## src/rtl/stack_arbiter.sv

```systemverilog
// Two-port round-robin arbiter and sequencer in front of a small LIFO stack.
// One request is in flight at a time; occupancy is tracked here so that
// overflow, underflow and out-of-range GET are rejected before reaching the stack.
module stack_arbiter #(
    parameter int DEPTH = 5,
    parameter int WIDTH = 4
) (
    input  logic             clk,
    input  logic             reset,
    input  logic             req0_valid,
    input  logic [1:0]       req0_command,
    input  logic [2:0]       req0_index,
    input  logic [WIDTH-1:0] req0_data,
    output logic             req0_ready,
    input  logic             req1_valid,
    input  logic [1:0]       req1_command,
    input  logic [2:0]       req1_index,
    input  logic [WIDTH-1:0] req1_data,
    output logic             req1_ready,
    output logic             rsp_valid,
    output logic             rsp_id,
    output logic [WIDTH-1:0] rsp_data,
    output logic             rsp_error,
    output logic [1:0]       stk_command,
    output logic [2:0]       stk_index,
    output logic [WIDTH-1:0] stk_wdata,
    output logic             stk_wdrive,
    input  logic [WIDTH-1:0] stk_rdata,
    output logic [2:0]       count,
    output logic             full,
    output logic             empty
);

    localparam logic [1:0] CMD_NOP  = 2'b00;
    localparam logic [1:0] CMD_PUSH = 2'b01;
    localparam logic [1:0] CMD_POP  = 2'b10;
    localparam logic [1:0] CMD_GET  = 2'b11;
    localparam logic [2:0] DEPTH_C  = 3'(DEPTH);

    typedef enum logic [1:0] {
        ST_IDLE,
        ST_ISSUE,
        ST_WAIT,
        ST_RESP
    } state_t;

    state_t           state;
    logic             last_grant;
    logic [1:0]       lat_cmd;
    logic             lat_err;
    logic             lat_id;

    logic             grant0;
    logic             grant1;
    logic [1:0]       sel_cmd;
    logic [2:0]       sel_index;
    logic [WIDTH-1:0] sel_data;
    logic             sel_err;

    // Round-robin grant in IDLE: a lone requester wins, on a tie the one not granted last wins.
    always_comb begin
        grant0 = 1'b0;
        grant1 = 1'b0;
        if (state == ST_IDLE) begin
            if (req0_valid && req1_valid) begin
                grant0 = last_grant;
                grant1 = !last_grant;
            end else begin
                grant0 = req0_valid;
                grant1 = req1_valid;
            end
        end
    end

    // Select the winning request and pre-validate it against the current occupancy,
    // which cannot change before the ISSUE cycle.
    always_comb begin
        sel_cmd   = grant1 ? req1_command : req0_command;
        sel_index = grant1 ? req1_index   : req0_index;
        sel_data  = grant1 ? req1_data    : req0_data;
        sel_err   = 1'b0;
        case (sel_cmd)
            CMD_PUSH: sel_err = (count == DEPTH_C);
            CMD_POP:  sel_err = (count == 3'd0);
            CMD_GET:  sel_err = (sel_index >= count);
            default:  sel_err = 1'b0;
        endcase
    end

    assign req0_ready = grant0;
    assign req1_ready = grant1;
    assign full       = (count == DEPTH_C);
    assign empty      = (count == 3'd0);

    // Sequencer: latch the grant, drive one stack command, collect read data, respond.
    always_ff @(posedge clk) begin
        if (reset) begin
            state       <= ST_IDLE;
            last_grant  <= 1'b1;
            lat_cmd     <= CMD_NOP;
            lat_err     <= 1'b0;
            lat_id      <= 1'b0;
            count       <= 3'd0;
            rsp_valid   <= 1'b0;
            rsp_id      <= 1'b0;
            rsp_data    <= '0;
            rsp_error   <= 1'b0;
            stk_command <= CMD_NOP;
            stk_index   <= 3'd0;
            stk_wdata   <= '0;
            stk_wdrive  <= 1'b0;
        end else begin
            case (state)
                ST_IDLE: begin
                    if (grant0 || grant1) begin
                        lat_cmd    <= sel_cmd;
                        lat_err    <= sel_err;
                        lat_id     <= grant1;
                        last_grant <= grant1;
                        if (!sel_err && sel_cmd != CMD_NOP) begin
                            stk_command <= sel_cmd;
                            stk_index   <= sel_index;
                            if (sel_cmd == CMD_PUSH) begin
                                stk_wdata  <= sel_data;
                                stk_wdrive <= 1'b1;
                            end
                        end
                        state <= ST_ISSUE;
                    end
                end
                ST_ISSUE: begin
                    stk_command <= CMD_NOP;
                    stk_index   <= 3'd0;
                    stk_wdata   <= '0;
                    stk_wdrive  <= 1'b0;
                    if (!lat_err && lat_cmd == CMD_PUSH) count <= count + 3'd1;
                    if (!lat_err && lat_cmd == CMD_POP)  count <= count - 3'd1;
                    if (!lat_err && (lat_cmd == CMD_POP || lat_cmd == CMD_GET)) begin
                        state <= ST_WAIT;
                    end else begin
                        rsp_valid <= 1'b1;
                        rsp_id    <= lat_id;
                        rsp_error <= lat_err;
                        rsp_data  <= '0;
                        state     <= ST_RESP;
                    end
                end
                ST_WAIT: begin
                    rsp_valid <= 1'b1;
                    rsp_id    <= lat_id;
                    rsp_error <= 1'b0;
                    rsp_data  <= stk_rdata;
                    state     <= ST_RESP;
                end
                default: begin
                    rsp_valid <= 1'b0;
                    rsp_error <= 1'b0;
                    rsp_data  <= '0;
                    state     <= ST_IDLE;
                end
            endcase
        end
    end

endmodule

```

## config.mk

```make
export PLATFORM = sky130hd
export DESIGN_NAME = stack_arbiter
export DESIGN_NICKNAME = d
export VERILOG_FILES = /design/src/rtl/stack_arbiter.sv
export SDC_FILE = /design/constraint.sdc
export NUM_CORES = 1
export LEC_CHECK = 0
export ABC_AREA = 1
export CAP_MARGIN = 20
export CORE_AREA = 2 2 61 63
export CTS_BUF_LIST = sky130_fd_sc_hd__clkbuf_8
export DETAILED_ROUTE_END_ITERATION = 7
export DIE_AREA = 0 0 63 65
export GPL_TIMING_DRIVEN = 1
export PLACE_DENSITY_LB_ADDON = 0.05
export SKIP_CTS_REPAIR_TIMING = 1
export SLEW_MARGIN = 20
export SYNTH_ARGS = -nofsm -noshare
export SYNTH_HDL_FRONTEND = slang
export SYNTH_SLANG_ARGS = --single-unit
```

## constraint.sdc

```tcl
create_clock -name clk -period 2.94 [get_ports clk]
set_input_delay 0.588 -clock clk [delete_from_list [all_inputs] [get_ports clk]]
set_output_delay 0.588 -clock clk [all_outputs]
set_load 0.02 [all_outputs]
```

==> impl_metrics.csv, run 1 <==
group,metric,value,unit
drt,via_count,1493,
synthesis,yosys_most_used_dff,"dfxtp_1",
synthesis,synth_top_area_share,34.6,%
die,die_area,0.00410,mm²
global_route,global_route_congestion_overflow_total,0,
power,power_per_cell_area,939,mW/mm²
finish,diodes,0,
global_route,maximum_number_of_pins_on_one_net_before_global_route_repair,17,
setup_path,crit_path_start_kind,"input pin",
synthesis,synth_top_cells_by_count,"nand2_1 (34), inv_1 (29), dfxtp_1 (27), a21oi_1 (21), nor2_1 (16)",
place,final_hpwl_dp,2800,µm
setup_path,max_fo_critical_path,9,
cts,clock_tree.htree_level_count,1,
setup_path,criticalPathCategory,"in -> out",
cts,cts_buffers,3,
timing,final_max_slew_viol_count,0,
synthesis,async_flop_share,0,%
timing,max_slew_margin,70.3,%
cts,cts.path.max_buffers,2,
drt,detail_route.wirelength.met1,1690,µm
timing,worst_slack,259,ps
drt,finalWirelength,3570,µm
cts,later_pin_clock_latency_in_the_skew_report,270,ps
drt,detail_route.drc_violations,0,
drt,detail_route.vias_per_cell,4.83,
synthesis,most_numerous_cell_in_the_yosys_netlist,"nand2_1",
die,rows,22,
setup_path,cp_data_arrival_time,2090,ps
place,gpl_congestion,0.850,
global_route,vias_in_the_first_global_route,1438,
cts,path_clk_slew,100,ps
timing,rsz0062_at_grt,"false",
finish,filler_cell_count,339,
job,max_cap_viol_count,0,
die,die_height,65,µm
finish,finalNonFillerCells,309,
timing,finalSetupViolations,0,
finish,nets,296,
outcome,outcome,"finished clean",
die,die_x,63,µm
synthesis,synthesized_netlist_net_count,242,
synthesis,synthDominantAreaCellType,"dfxtp_1",
synthesis,postSynthRegisterBits,27,
cts,tritoncts,"built",
finish,area_growth,38.9,%
drt,routed_wire_length_per_instance,11.6,µm
timing,layout_worst_path_cycle_share,91.2,%
synthesis,syn-mean-instance-area,7.51,µm²
drt,antenna_left,0,
power,ir_drop,0.000595,V
worst_hold_path,worst_hold_check_path_type,"reg -> reg",
timing,tightest_slew,445,ps
setup_path,worst_path_max_delay_cell,"clkdlybuf4s50_1",
finish,footprint_of_the_multi_input_gates,857,µm²
timing,clock-skew-final,2.40,ps
setup_path,worst-endpoint-required,2350,ps
drt,initialDrtViolationCount,56,
drt,top_signal_layer_used,"met4",
setup_path,cpLargestDelayFamily,"buffers and inverters",
drt,routed-wl-met3,145,µm
setup_path,crit_path_frequent_cell,"clkdlybuf4s50_1",
global_route,track_usage,19.3,%
place,count_of_input_and_output_buffers,49,
synthesis,synth_enable_flop_cells,0,
die,count_of_pins_on_the_block_boundary,50,
timing,clock.fmax,373,MHz
setup_path,critical_path_cell_list,"clkdlybuf4s50_1 > nand2_2 > clkinv_4 > nand2_4 > inv_1 > clkdlybuf4s50_1",
synthesis,synth_seq_area_share,34.6,%
die,core_area,0.00350,mm²
setup_path,r2r_setup_slack,270,ps
cts,clock-sinks,27,
finish,post_route_cells_drive_above_1_share,14.9,%
die,initial_utilization,44.7,%
setup_path,critical_path_buf_inv_count,4,
power,power_leakage,0.000917,µW
drt,wl_met2,1720,µm
synthesis,syn-instance-count,208,
global_route,first_pass_grt_wire_length,6380,µm
finish,register_area,541,µm²
place,dp_cells,305,
synthesis,synth_warn,0,
setup_path,timing.critical_path.slowest_cell_delay,630,ps
setup_path,critPathCaptureType,"primary output",
synthesis,synth.lib_cells_used.distinct,33,
global_route,antenna_found_initial,0,
timing,final_hold_violation_count,0,
place,dp_slack,-5.37,ps
drt,detailedRoute.firstPassIterationCount,4,
timing,period_minus_slack,2680,ps
synthesis,synth_area,0.00156,mm²
synthesis,synth_top_cells_by_area,"dfxtp_1 (35%), nand2_1 (8.2%), inv_1 (7.0%)",
cts,clock-root-buffer,"clkbuf_8",
worst register-to-register path, cell delays in order (launching register included):
cell and delay [ps]:
dfxtp_1 410, inv_1 80, ha_1 250, nand2_2 120
clkinv_4 70, nand2_4 120, mux2i_1 320, ha_1 290
and3_1 140, nor2_1 120, nand2_2 70, nand3_4 90
nand3_4 80, nand2_4 150, nand2_1 90, nand2_1 70
nand2_1 40, nor2_1 80
report_power, final:
part	leakage, µW	switching, µW	internal (µW)
registers	0.000221	72.4	484
clock network	0.0000217	122	96.2
logic	0.000674	763	500
area by class of cell:
class | count | area share (%)
repair buffers | 54 | 24.3
clock buffers | 3 | 1.90
clock inverters | 1 | 0.346
inverters | 34 | 6.28
well taps | 48 | 2.77
flip-flops and latches | 27 | 24.9
multi-input cells | 142 | 39.5
kinds of logic after synthesis:
kind of cell,Yosys count,synth area share [%]
buffers and inverters,39,10.6
multiplexers,1,0.641
XOR/XNOR,1,0.561
AO/OA/AOI/OAI,44,16.2
flip-flops,27,34.6
adder cells (fa/ha/maj),8,6.89
AND/OR/NAND/NOR,88,30.6
routing by layer:
layer / vias to the layer above / GRT usage, %
met5: - / 0
met4: 0 / 3.33
met3: 2 / 3.47
met2: 27 / 34.0
met1: 688 / 24.9
li1: 776 / -
registers in the layout, indices dropped and copies added (netlist names), 2 cells and up:
register,cells
count,3
lat_cmd,2
rsp_data,4
state,2
stk_command,2
stk_index,3
stk_wdata,4
path summary, 6_finish.rpt:
path	startpoint	end	depth (start not counted)
setup reg to reg	state[0]	stk_wdata[0]	17
hold reg to reg	rsp_error	rsp_error	2
setup / recovery	req1_valid	req1_ready	6
hold / removal	rsp_error	rsp_error	2
cells in the final DEF, fill, tap and decap left out, types with 3 or more instances in the layout:
master,instances
nand2_2,7
ha_1,7
o21ai_0,10
dfxtp_1,27
buf_4,5
clkbuf_8,3
o211ai_1,5
nand3_1,13
nand3_2,3
a21oi_1,21
a21oi_2,3
nand2_4,6
nand2_1,34
clkdlybuf4s50_1,49
inv_1,29
nor2_1,16
through the flow:
stage	cell area [µm²]	hold WS [ps]	utilization (%)	setup TNS, ps	power [µW]
6_report	2170	469	62.1	0	2040
5_1_grt	2170	495	62.1	0	2230
4_1_cts	2170	469	62.1	0	2050
3_5_place_dp	2120	454	60.7	-5.37	1830
3_3_place_gp	2120	455	60.7	0	1820
2_1_floorplan	1560	423	-	0	1430
No activity file was read; power rests on OpenSTA's default activity.
==> run 2, diff against run 1 <==
--- a/config.mk
+++ b/config.mk
@@ -18,3 +18,4 @@
 export SYNTH_ARGS = -nofsm -noshare
 export SYNTH_HDL_FRONTEND = slang
 export SYNTH_SLANG_ARGS = --single-unit
+export TNS_END_PERCENT = 5
==> results of run 2 <==
Same layout as run 1: the final DEF is identical, and so are final timing and power.
==> run 3, diff against run 2 <==
--- a/config.mk
+++ b/config.mk
@@ -7,15 +7,14 @@
 export LEC_CHECK = 0
 export ABC_AREA = 1
 export CAP_MARGIN = 20
-export CORE_AREA = 2 2 61 63
+export CORE_AREA = 2 2 59 61
 export CTS_BUF_LIST = sky130_fd_sc_hd__clkbuf_8
 export DETAILED_ROUTE_END_ITERATION = 7
-export DIE_AREA = 0 0 63 65
+export DIE_AREA = 0 0 61 63
 export GPL_TIMING_DRIVEN = 1
 export PLACE_DENSITY_LB_ADDON = 0.05
-export SKIP_CTS_REPAIR_TIMING = 1
 export SLEW_MARGIN = 20
 export SYNTH_ARGS = -nofsm -noshare
 export SYNTH_HDL_FRONTEND = slang
 export SYNTH_SLANG_ARGS = --single-unit
-export TNS_END_PERCENT = 5
+export TNS_END_PERCENT = 10
==> constraint.sdc (replaced) <==
create_clock -name clk -period 3.2 [get_ports clk]
set_input_delay 0.64 -clock clk [delete_from_list [all_inputs] [get_ports clk]]
set_output_delay 0.64 -clock clk [all_outputs]
set_load 0.02 [all_outputs]
==> run 3 against run 2 <==
Clock-buffer cell count did not move. Combinational power fell by 10%. Utilization rose by 4.1 points. Final area fell by 1.5%. Register-to-register slack improved by 210 ps. Critical endpoint unchanged. Largest power group unchanged.
==> impl_metrics.csv, run 3 (synthesis results as in run 1) <==
group,metric,value,unit
cts,tritoncts,"built",
global_route,maximum_number_of_pins_on_one_net_before_global_route_repair,17,
cts,clock_tree.htree_level_count,1,
global_route,track_usage,18.9,%
finish,final_common_cell,"clkdlybuf4s50_1",
place,count_of_input_and_output_buffers,49,
global_route,globalRouteMet2Util,32.7,%
finish,post_route_cells_drive_above_1_share,13.6,%
die,count_of_pins_on_the_block_boundary,50,
die,die_height,63,µm
drt,via_count,1464,
die,die_area,0.00384,mm²
drt,detailedRoute.firstPassIterationCount,4,
global_route,global_route_congestion_overflow_total,0,
timing,max_slew_margin,71.2,%
die,initial_utilization,48.4,%
outcome,outcome,"finished clean",
finish,post-route-cell-area,0.00214,mm²
timing,layout_worst_path_cycle_share,88.2,%
cts,later_pin_clock_latency_in_the_skew_report,280,ps
drt,antenna_left,0,
timing,rsz0062_at_grt,"false",
setup_path,cp_data_arrival_time,2180,ps
cts,path_clk_slew,100,ps
setup_path,max_fo_critical_path,14,
setup_path,criticalPathCategory,"in -> out",
power,ir_drop,0.000593,V
global_route,antenna_found_initial,0,
timing,final_max_slew_viol_count,0,
place,dpl-instance-area,0.00209,mm²
timing,finalSetupViolations,0,
finish,area_growth,36.8,%
finish,top_regs,"rsp_data: 4 flops, stk_wdata: 4 flops",
timing,clock-skew-final,4.12,ps
power,power_per_cell_area,857,mW/mm²
cts,cts_buffers,3,
timing,tightest_slew,432,ps
global_route,first_pass_grt_wire_length,5690,µm
drt,detail_route.vias_per_cell,4.83,
cts,clock-sinks,27,
die,die_x,61,µm
cts,post_cts_resized,0,
setup_path,crit_path_start_kind,"input pin",
cts,post-cts-setup-buffers,0,
worst_hold_path,worst_hold_check_path_type,"reg -> reg",
job,max_cap_viol_count,0,
timing,final_hold_violation_count,0,
cts,cts.path.max_buffers,2,
drt,initialDrtViolationCount,68,
die,core_area,0.00323,mm²
finish,diodes,0,
finish,layout_common_cells,"clkdlybuf4s50_1 (49), nand2_1 (34), inv_1 (29)",
global_route,vias_in_the_first_global_route,1360,
power,power_leakage,0.000898,µW
setup_path,critPathCaptureType,"primary output",
drt,detail_route.drc_violations,0,
cts,clock-root-buffer,"clkbuf_8",
die,rows,21,
finish,filler_cell_count,297,
global_route,grt_use_met1,24.6,%
timing,clock.fmax,354,MHz
place,final_hpwl_dp,2660,µm
place,gpl_congestion,0.843,
timing,period_minus_slack,2820,ps
setup_path,worst-endpoint-required,2560,ps
drt,finalWirelength,3400,µm
finish,nets,292,
finish,register_area,541,µm²
timing,timing.setup.tns,0,ps
cts,cts.hold.buffers_added,0,
global_route,grt_util_met3,3.11,%
global_route,grt_most_used_layer,"met2",
drt,routed_wire_length_per_instance,11.2,µm
setup_path,r2r_setup_slack,480,ps
finish,footprint_of_the_multi_input_gates,857,µm²
[run 3: changes by cell type in the layout (fill, tap and decap cells not counted)]
cell,previous run,this run
buf_4,5,1
[run 3: routing by layer]
metal  wire length, µm  vias to the layer above  share of wire, %
met4                23                        0              0.68
li1                  -                      768                 -
met1              1650                      665                49
met5                 0                        -                 0
met2              1590                       27                47
met3               135                        4               4.0
[run 3: path summary, 6_finish.rpt]
check / from / end / cells after the start
worst max-delay path: req1_valid / req1_ready / 6
worst min-delay path: lat_id / rsp_id / 2
worst max register to register: state[0] / stk_wdata[0] / 17
worst min register to register: lat_id / rsp_id / 2
[run 3: layout make-up]
class | count | area share [%]
Inverter | 34 | 6.38
Tap cell | 46 | 2.69
Sequential cell | 27 | 25.3
Clock buffer | 3 | 1.93
Clock inverter | 1 | 0.351
Multi-Input combinational cell | 142 | 40.1
Timing Repair Buffer | 50 | 23.3
[run 3: metrics by stage]
stage	power [µW]	hold WS (ps)	instances	worst slack, ps	utilization [%]
2_1_floorplan	1320	423	208	677	-
3_3_place_gp	1640	450	299	206	64.7
3_5_place_dp	1650	452	299	173	64.7
4_1_cts	1850	464	303	375	66.2
5_1_grt	2000	497	303	259	66.2
6_report	1830	468	303	377	66.2
[run 3: worst max-delay path: stages]
cell	delay [ps]
clkdlybuf4s50_1	490
nand2_2	80
clkinv_4	70
nand2_4	110
inv_1	160
clkdlybuf4s50_1	620
[run 3: where the power goes]
part	internal [µW]	switching, µW
Clock	88.5	112
Sequential	445	62.5
Combinational	436	690
